File: src/rtl/puf_host_link_if.sv
// Host-side request/response bundle for puf_host_link: one challenge in, one
// response frame plus status out.
interface puf_host_link_if #(
   parameter int REG_BIT_SIZE = 8,
   parameter int DEBUG_MOD    = 133
);
   logic                    req_valid;
   logic                    req_ready;
   logic [REG_BIT_SIZE-1:0] req_chal;
   logic                    req_mode;
   logic                    rsp_valid;
   logic [DEBUG_MOD-1:0]    rsp_data;
   logic                    rsp_err;

   modport master (
      output req_valid, req_chal, req_mode,
      input  req_ready, rsp_valid, rsp_data, rsp_err
   );

   modport slave (
      input  req_valid, req_chal, req_mode,
      output req_ready, rsp_valid, rsp_data, rsp_err
   );
endinterface

File: src/rtl/puf_host_link.sv
// Host-side driver for the puf_soc_top serial link: sends a challenge LSB-first,
// then collects the response frame LSB-first into one parallel word.
module puf_host_link #(
   parameter int REG_BIT_SIZE = 8,
   parameter int NORM_MOD     = 34,
   parameter int DEBUG_MOD    = 133,
   parameter int TIMEOUT      = 1024
) (
   input  logic           clk,
   input  logic           rst_n,
   puf_host_link_if.slave host,
   output logic           o_busy,
   output logic           o_start,
   output logic           o_op_mode,
   input  logic           i_soc_rx_ready,
   output logic           o_soc_rx_valid,
   output logic           o_soc_rx_data,
   output logic           o_soc_tx_ready,
   input  logic           i_soc_tx_valid,
   input  logic           i_soc_tx_data
);
   localparam int IDX_W = $clog2(DEBUG_MOD + 1);
   localparam int TMO_W = $clog2(TIMEOUT + 1);
   localparam logic [IDX_W-1:0] SEND_LAST = IDX_W'(REG_BIT_SIZE - 1);
   localparam logic [IDX_W-1:0] NORM_LAST = IDX_W'(NORM_MOD - 1);
   localparam logic [IDX_W-1:0] DBG_LAST  = IDX_W'(DEBUG_MOD - 1);
   localparam logic [TMO_W-1:0] TMO_MAX   = TMO_W'(TIMEOUT);

   typedef enum logic [2:0] {
      ST_IDLE  = 3'd0,
      ST_START = 3'd1,
      ST_SEND  = 3'd2,
      ST_RECV  = 3'd3,
      ST_DONE  = 3'd4
   } state_e;

   state_e                  state_q, state_d;
   logic [REG_BIT_SIZE-1:0] chal_q, chal_d;
   logic                    mode_q, mode_d;
   logic [IDX_W-1:0]        idx_q, idx_d;
   logic [TMO_W-1:0]        tmo_q, tmo_d, tmo_inc;
   logic                    err_q, err_d;
   logic [DEBUG_MOD-1:0]    rsp_data_q, rsp_data_d;
   logic                    req_ready_q, req_ready_d;
   logic                    busy_q, busy_d;
   logic                    start_q, start_d;
   logic                    op_mode_q, op_mode_d;
   logic                    rx_valid_q, rx_valid_d;
   logic                    rx_data_q, rx_data_d;
   logic                    tx_ready_q, tx_ready_d;
   logic                    rsp_valid_q, rsp_valid_d;
   logic                    rsp_err_q, rsp_err_d;

   // Next-state, datapath and registered-output decode.
   always_comb begin
      state_d    = state_q;
      chal_d     = chal_q;
      mode_d     = mode_q;
      idx_d      = idx_q;
      tmo_d      = tmo_q;
      err_d      = err_q;
      rsp_data_d = rsp_data_q;
      tmo_inc    = (tmo_q == TMO_MAX) ? tmo_q : tmo_q + TMO_W'(1);

      case (state_q)
         ST_IDLE: begin
            if (host.req_valid && req_ready_q) begin
               chal_d     = host.req_chal;
               mode_d     = host.req_mode;
               idx_d      = '0;
               tmo_d      = '0;
               err_d      = 1'b0;
               rsp_data_d = '0;
               state_d    = ST_START;
            end else begin
               state_d = ST_IDLE;
            end
         end
         ST_START: begin
            state_d = ST_SEND;
         end
         ST_SEND: begin
            // The challenge is kept as a shift register so bit 0 is always the one on the wire.
            if (rx_valid_q && i_soc_rx_ready) begin
               chal_d = chal_q >> 1;
               tmo_d  = '0;
               if (idx_q == SEND_LAST) begin
                  idx_d   = '0;
                  state_d = ST_RECV;
               end else begin
                  idx_d = idx_q + IDX_W'(1);
               end
            end else begin
               tmo_d = tmo_inc;
               if (tmo_inc == TMO_MAX) begin
                  err_d   = 1'b1;
                  state_d = ST_DONE;
               end else begin
                  state_d = ST_SEND;
               end
            end
         end
         ST_RECV: begin
            if (tx_ready_q && i_soc_tx_valid) begin
               rsp_data_d = rsp_data_q | (DEBUG_MOD'(i_soc_tx_data) << idx_q);
               tmo_d      = '0;
               idx_d      = idx_q + IDX_W'(1);
               if (idx_q == (mode_q ? DBG_LAST : NORM_LAST)) begin
                  state_d = ST_DONE;
               end else begin
                  state_d = ST_RECV;
               end
            end else begin
               tmo_d = tmo_inc;
               if (tmo_inc == TMO_MAX) begin
                  err_d   = 1'b1;
                  state_d = ST_DONE;
               end else begin
                  state_d = ST_RECV;
               end
            end
         end
         ST_DONE: begin
            state_d = ST_IDLE;
         end
         default: begin
            state_d = ST_IDLE;
         end
      endcase

      req_ready_d = (state_d == ST_IDLE);
      busy_d      = (state_d != ST_IDLE);
      start_d     = (state_d == ST_START);
      op_mode_d   = ((state_d == ST_START) || (state_d == ST_SEND) || (state_d == ST_RECV))
                    ? mode_d : 1'b0;
      rx_valid_d  = (state_d == ST_SEND);
      rx_data_d   = (state_d == ST_SEND) ? chal_d[0] : 1'b0;
      tx_ready_d  = (state_d == ST_RECV);
      rsp_valid_d = (state_d == ST_DONE);
      rsp_err_d   = (state_d == ST_DONE) && err_d;
   end

   // State, datapath and output registers.
   always_ff @(posedge clk or negedge rst_n) begin
      if (!rst_n) begin
         state_q     <= ST_IDLE;
         chal_q      <= '0;
         mode_q      <= 1'b0;
         idx_q       <= '0;
         tmo_q       <= '0;
         err_q       <= 1'b0;
         rsp_data_q  <= '0;
         req_ready_q <= 1'b1;
         busy_q      <= 1'b0;
         start_q     <= 1'b0;
         op_mode_q   <= 1'b0;
         rx_valid_q  <= 1'b0;
         rx_data_q   <= 1'b0;
         tx_ready_q  <= 1'b0;
         rsp_valid_q <= 1'b0;
         rsp_err_q   <= 1'b0;
      end else begin
         state_q     <= state_d;
         chal_q      <= chal_d;
         mode_q      <= mode_d;
         idx_q       <= idx_d;
         tmo_q       <= tmo_d;
         err_q       <= err_d;
         rsp_data_q  <= rsp_data_d;
         req_ready_q <= req_ready_d;
         busy_q      <= busy_d;
         start_q     <= start_d;
         op_mode_q   <= op_mode_d;
         rx_valid_q  <= rx_valid_d;
         rx_data_q   <= rx_data_d;
         tx_ready_q  <= tx_ready_d;
         rsp_valid_q <= rsp_valid_d;
         rsp_err_q   <= rsp_err_d;
      end
   end

   assign host.req_ready = req_ready_q;
   assign host.rsp_valid = rsp_valid_q;
   assign host.rsp_data  = rsp_data_q;
   assign host.rsp_err   = rsp_err_q;
   assign o_busy         = busy_q;
   assign o_start        = start_q;
   assign o_op_mode      = op_mode_q;
   assign o_soc_rx_valid = rx_valid_q;
   assign o_soc_rx_data  = rx_data_q;
   assign o_soc_tx_ready = tx_ready_q;
endmodule

File: src/flat_wrapper.sv
// flat-port wrapper written by rule: the top's interface ports become plain ports
module puf_host_link_flat 
#(
   parameter int REG_BIT_SIZE = 8,
   parameter int NORM_MOD     = 34,
   parameter int DEBUG_MOD    = 133,
   parameter int TIMEOUT      = 1024
)
  (clk, rst_n, o_busy, o_start, o_op_mode, i_soc_rx_ready, o_soc_rx_valid, o_soc_rx_data, o_soc_tx_ready, i_soc_tx_valid, i_soc_tx_data, host_req_valid, host_req_chal, host_req_mode, host_req_ready, host_rsp_valid, host_rsp_data, host_rsp_err);
  puf_host_link_if #(.REG_BIT_SIZE(REG_BIT_SIZE), .DEBUG_MOD(DEBUG_MOD)) host_i ();
  input  logic clk;
  input  logic rst_n;
  output logic o_busy;
  output logic o_start;
  output logic o_op_mode;
  input  logic i_soc_rx_ready;
  output logic o_soc_rx_valid;
  output logic o_soc_rx_data;
  output logic o_soc_tx_ready;
  input  logic i_soc_tx_valid;
  input  logic i_soc_tx_data;
  input wire logic [$bits(host_i.req_valid)-1:0] host_req_valid;
  input wire logic [$bits(host_i.req_chal)-1:0] host_req_chal;
  input wire logic [$bits(host_i.req_mode)-1:0] host_req_mode;
  output wire logic [$bits(host_i.req_ready)-1:0] host_req_ready;
  output wire logic [$bits(host_i.rsp_valid)-1:0] host_rsp_valid;
  output wire logic [$bits(host_i.rsp_data)-1:0] host_rsp_data;
  output wire logic [$bits(host_i.rsp_err)-1:0] host_rsp_err;
  assign host_i.req_valid = host_req_valid;
  assign host_i.req_chal = host_req_chal;
  assign host_i.req_mode = host_req_mode;
  assign host_req_ready = host_i.req_ready;
  assign host_rsp_valid = host_i.rsp_valid;
  assign host_rsp_data = host_i.rsp_data;
  assign host_rsp_err = host_i.rsp_err;
  puf_host_link #(.REG_BIT_SIZE(REG_BIT_SIZE), .NORM_MOD(NORM_MOD), .DEBUG_MOD(DEBUG_MOD), .TIMEOUT(TIMEOUT)) u_core (.clk(clk), .rst_n(rst_n), .host(host_i), .o_busy(o_busy), .o_start(o_start), .o_op_mode(o_op_mode), .i_soc_rx_ready(i_soc_rx_ready), .o_soc_rx_valid(o_soc_rx_valid), .o_soc_rx_data(o_soc_rx_data), .o_soc_tx_ready(o_soc_tx_ready), .i_soc_tx_valid(i_soc_tx_valid), .i_soc_tx_data(i_soc_tx_data));
endmodule
File: config.mk
export PLATFORM = sky130hd
export DESIGN_NAME = puf_host_link_flat
export DESIGN_NICKNAME = d
export VERILOG_FILES = /design/src/rtl/puf_host_link_if.sv /design/src/rtl/puf_host_link.sv /design/src/flat_wrapper.sv
export SDC_FILE = /design/constraint.sdc
export NUM_CORES = 1
export LEC_CHECK = 0
export BUFFER_PORTS_ARGS = -buffer_cell sky130_fd_sc_hd__buf_2
export CORE_MARGIN = 5
export CORE_UTILIZATION = 45
export CTS_CLUSTER_SIZE = 10
export DETAILED_ROUTE_END_ITERATION = 12
export PLACE_DENSITY_LB_ADDON = 0.12
export SLEW_MARGIN = 20
export SYNTH_ARGS = -nofsm -noshare
export SYNTH_HDL_FRONTEND = slang
export SYNTH_SLANG_ARGS = --single-unit
File: constraint.sdc
create_clock -name clk -period 3.4 [get_ports clk]
set_input_delay 0.51 -clock clk [delete_from_list [all_inputs] [get_ports clk]]
set_output_delay 0.51 -clock clk [all_outputs]
set_load 0.01 [all_outputs]
==> metrics.txt <==
drt pass-1 iters=5; Switching Share=around a third; CP Cell Sequence=nor2_1 -> nand3_1 -> a21oi_1 -> nand3b_1 -> nor2_1 -> a21oi_1 -> nor2_1; met1 usage=between 30% and 40%; Synth top area share=around 61%; GR peak layer=met2; Worst VDD drop=0.374 mV; Avg Cell Area, Syn=~10 um^2; Pint=0.00377 W; top post-synthesis cells by count=dfrtp_1 (173), nor2_1 (164), a21oi_1 (140), nand2_1 (35), clkbuf_1 (17); Gate Count Post-Synth=about 710; post-route design area=just under 0.009 mm^2; Unique masters post-synth=67; hold_buf cts=0; via count=5873; slew margin rel.=between 40 and 50%; top cells by area, synth=dfrtp_1 (61%), a21oi_1 (9.8%), nor2_1 (8.6%), nand2_1 (1.8%), nor3_2 (1.3%); die footprint=between 0.015 and 0.02 mm^2; sequential-to-total area share from yosys stat=approximately three fifths; H-tree depth=4; largest family of logic cells by synthesized area=simple AND/OR/NAND/NOR gates; GRT overflow=0; via/cell ratio=5.39; share of layout cells above drive strength 1=25.9%; Critical Path Start=u_core.state_q[0]$_DFF_PN0_; Static Leak=about 4.7 nW; area of the multi-input gates=roughly 0.0026 mm^2; GPL Wtd Cong=between 0.8 and 0.9; Max Fclk=around 400 MHz; Die Y-Extent=between 100 and 150 um; Post-synth EDFFs=0; # clock sinks=174; DRC violations left=0; P&R area growth vs syn=21.4%; Clock Path Buffers=2; WHS=around 0.1 ns; Synth area leader=dfrtp_1; antenna fix cells=0; wire per inst=about 18 um; Crit Reg-Reg Endpoint=u_core.host.rsp_data[107]$_DFFE_PN0P_; Post-Route WL=19.8 mm; Synth Register Bits=~170; Die Wd=136 um; Filler cells=1407; pwr/cell area=approximately 650 mW/mm^2; Worst Tran Pin Value=about 0.88 ns; GRT met3 Usage=under 10%; setup slack after layout=between 0.9 and 1 ns; row cnt=between 40 and 50; Crit path required time=3.76 ns; Compound-Gate Fraction of Synth Area=15.0%; Flop pwr share=approximately 45%; R2R depth=7; TritonCTS clock tree=yes; Yosys warnings=0; Crit. End Element=flop; Comb pwr share=23.2%; Adder-Cell Fraction of Synth Area=less than 1%; Initial Utilization=45.5%; Detail Route Antenna Nets=0; crit start category=flop; Clk pwr share=around a third; Synth Area in XOR/XNOR=around 1.3%; worst reg-to-reg setup slack=around 0.9 ns; slowest stage cell, crit path=nor2_1; global router's overall resource usage=21.9%; Async SR Flop Fraction=100%; post-cts sizing count=0; core area=about 0.016 mm^2; Post-layout nets=just under 900; largest net degree at the start of global routing=79; first-pass GRT wire length=about 32 mm; most numerous cell in the Yosys netlist=dfrtp_1; Seq. cell area=0.00436 mm^2; Max Slew Vio Count=0; Hold Vio Cnt, Final=0; postcts setup bufs=0; outcome=finished, final reports clean; Most used DFF post-synth=dfrtp_1; Crit Path Class=flop to flop; CTS clk-pin slew, worst paths=0.06 ns; pre-CTS WS=0.924 ns; WP data arrival=~2.9 ns; Clk Latency, worst-skew pair=~0.44 ns; max incr delay on CP=roughly 0.56 ns; share of synthesized area spent on multiplexers=less than 1%; NetSw=roughly 0.0019 W; clk root buf=clkbuf_16; TritonCTS buffer count=17; Worst path most repeated cell=nor2_1; crit share post-route=about three quarters; minimum clock period=about 2.5 ns; Post-Route Skew=~0.014 ns; Mapped Area=between 0.007 and 0.008 mm^2; syn nets=729; area of placed instances=a little over 0.008 mm^2; initial antenna violation count=0; Port Buf Inserts=roughly 160; total I/O pin count=157; Hold Path Class=input port to asynchronous set/reset pin; worst r2r src=u_core.state_q[0]$_DFF_PN0_; # setup viols final=0; Simple-Gate Fraction of Synth Area=about a fifth; vias in the first global route=between 5000 and 6000; met2 global-route usage=32.4%; RSZ-0062 raised after global routing=false; Final HPWL DP=13.6 mm; Starting DRT DRC Count=446; crit path capture=u_core.host.rsp_data[107]$_DFFE_PN0P_; reported max-cap violation count=0; Critical Path Fanout Max=15; setup TNS=0 ns
-- layer usage --
metal  wire length [um]  share of wire [%]
met5                  0                  0
met4                374                1.9
met1               8800                 45
met2               8920                 45
met3               1670                8.4
-- flip-flops by register name, summed over array words and instances, names as in the netlist --
register,count
u_core.chal_q,8
u_core.err_q,1
u_core.host.req_ready,1
u_core.host.rsp_data,133
u_core.host.rsp_err,1
u_core.host.rsp_valid,1
u_core.idx_q,8
u_core.mode_q,1
u_core.o_busy,1
u_core.o_op_mode,1
u_core.o_soc_rx_data,1
u_core.o_soc_rx_valid,1
u_core.o_soc_tx_ready,1
u_core.o_start,1
u_core.state_q,3
u_core.tmo_q,11
-- cell usage in the layout (no fill, tap or decap), types with 5 or more instances in the layout --
cell type / n
dfrtp_1: 173
nor2_1: 164
buf_2: 155
a21oi_1: 140
nand2_1: 35
clkbuf_16: 17
o21ai_0: 16
buf_4: 14
nand3_1: 10
inv_1: 9
nand2b_1: 9
nor3_2: 9
a22oi_1: 8
xnor2_1: 6
nor3_1: 6
nand4_1: 5
xor2_1: 5
and2_1: 5
clkinv_2: 5
-- critical path, delay by kind of cell (launching register included) --
family | cells | cell delay (ns)
compound gates | 2 | 0.43
flops | 1 | 0.54
simple gates | 5 | 1.45
-- how the worst min path moves through the flow --
stage,end,startpoint,cells after the start
5_1_grt,u_core.tmo_q[4]$_DFFE_PN0P_,rst_n,1
2_1_floorplan,u_core.chal_q[0]$_DFF_PN0_,rst_n,0
4_1_cts,u_core.tmo_q[4]$_DFFE_PN0P_,rst_n,1
6_report,u_core.tmo_q[6]$_DFFE_PN0P_,rst_n,1
3_5_place_dp,u_core.chal_q[2]$_DFFE_PN0P_,u_core.chal_q[2]$_DFFE_PN0P_,2
3_3_place_gp,u_core.chal_q[0]$_DFF_PN0_,u_core.chal_q[0]$_DFF_PN0_,2
-- cells by family after synthesis --
logic type,count (synthesis)
AND/OR/NAND/NOR,281
buffers and inverters,49
AO/OA/AOI/OAI,191
adder cells (fa/ha/maj),3
multiplexers,2
XOR/XNOR,11
flip-flops,174
-- layout make-up --
class	instances	share of cell area [%]
sequential	174	50.2
multi-input combinational	488	29.5
timing repair buffer	171	10.5
clock buffer	22	5.58
tap	216	3.11
clock inverter	9	0.692
inverter	10	0.461
-- through the flow --
step / util, % / instances / total power (W)
floorplan: - / 711 / 0.00343
global placement: 51.8 / 1059 / 0.00385
detailed placement: 51.8 / 1059 / 0.00389
CTS: 55.3 / 1090 / 0.00570
global route: 55.3 / 1090 / 0.00596
finish: 55.3 / 1090 / 0.00566
-- power by group through the flow --
stage | sequential [W] | clock [W] | combinational (W)
floorplan | 0.00253 | 0 | 0.000899
global placement | 0.00257 | 0 | 0.00129
detailed placement | 0.00257 | 0 | 0.00131
CTS | 0.00254 | 0.00184 | 0.00132
global route | 0.00258 | 0.00192 | 0.00145
finish | 0.00254 | 0.00180 | 0.00131
Power figures use the tool's default switching activity.
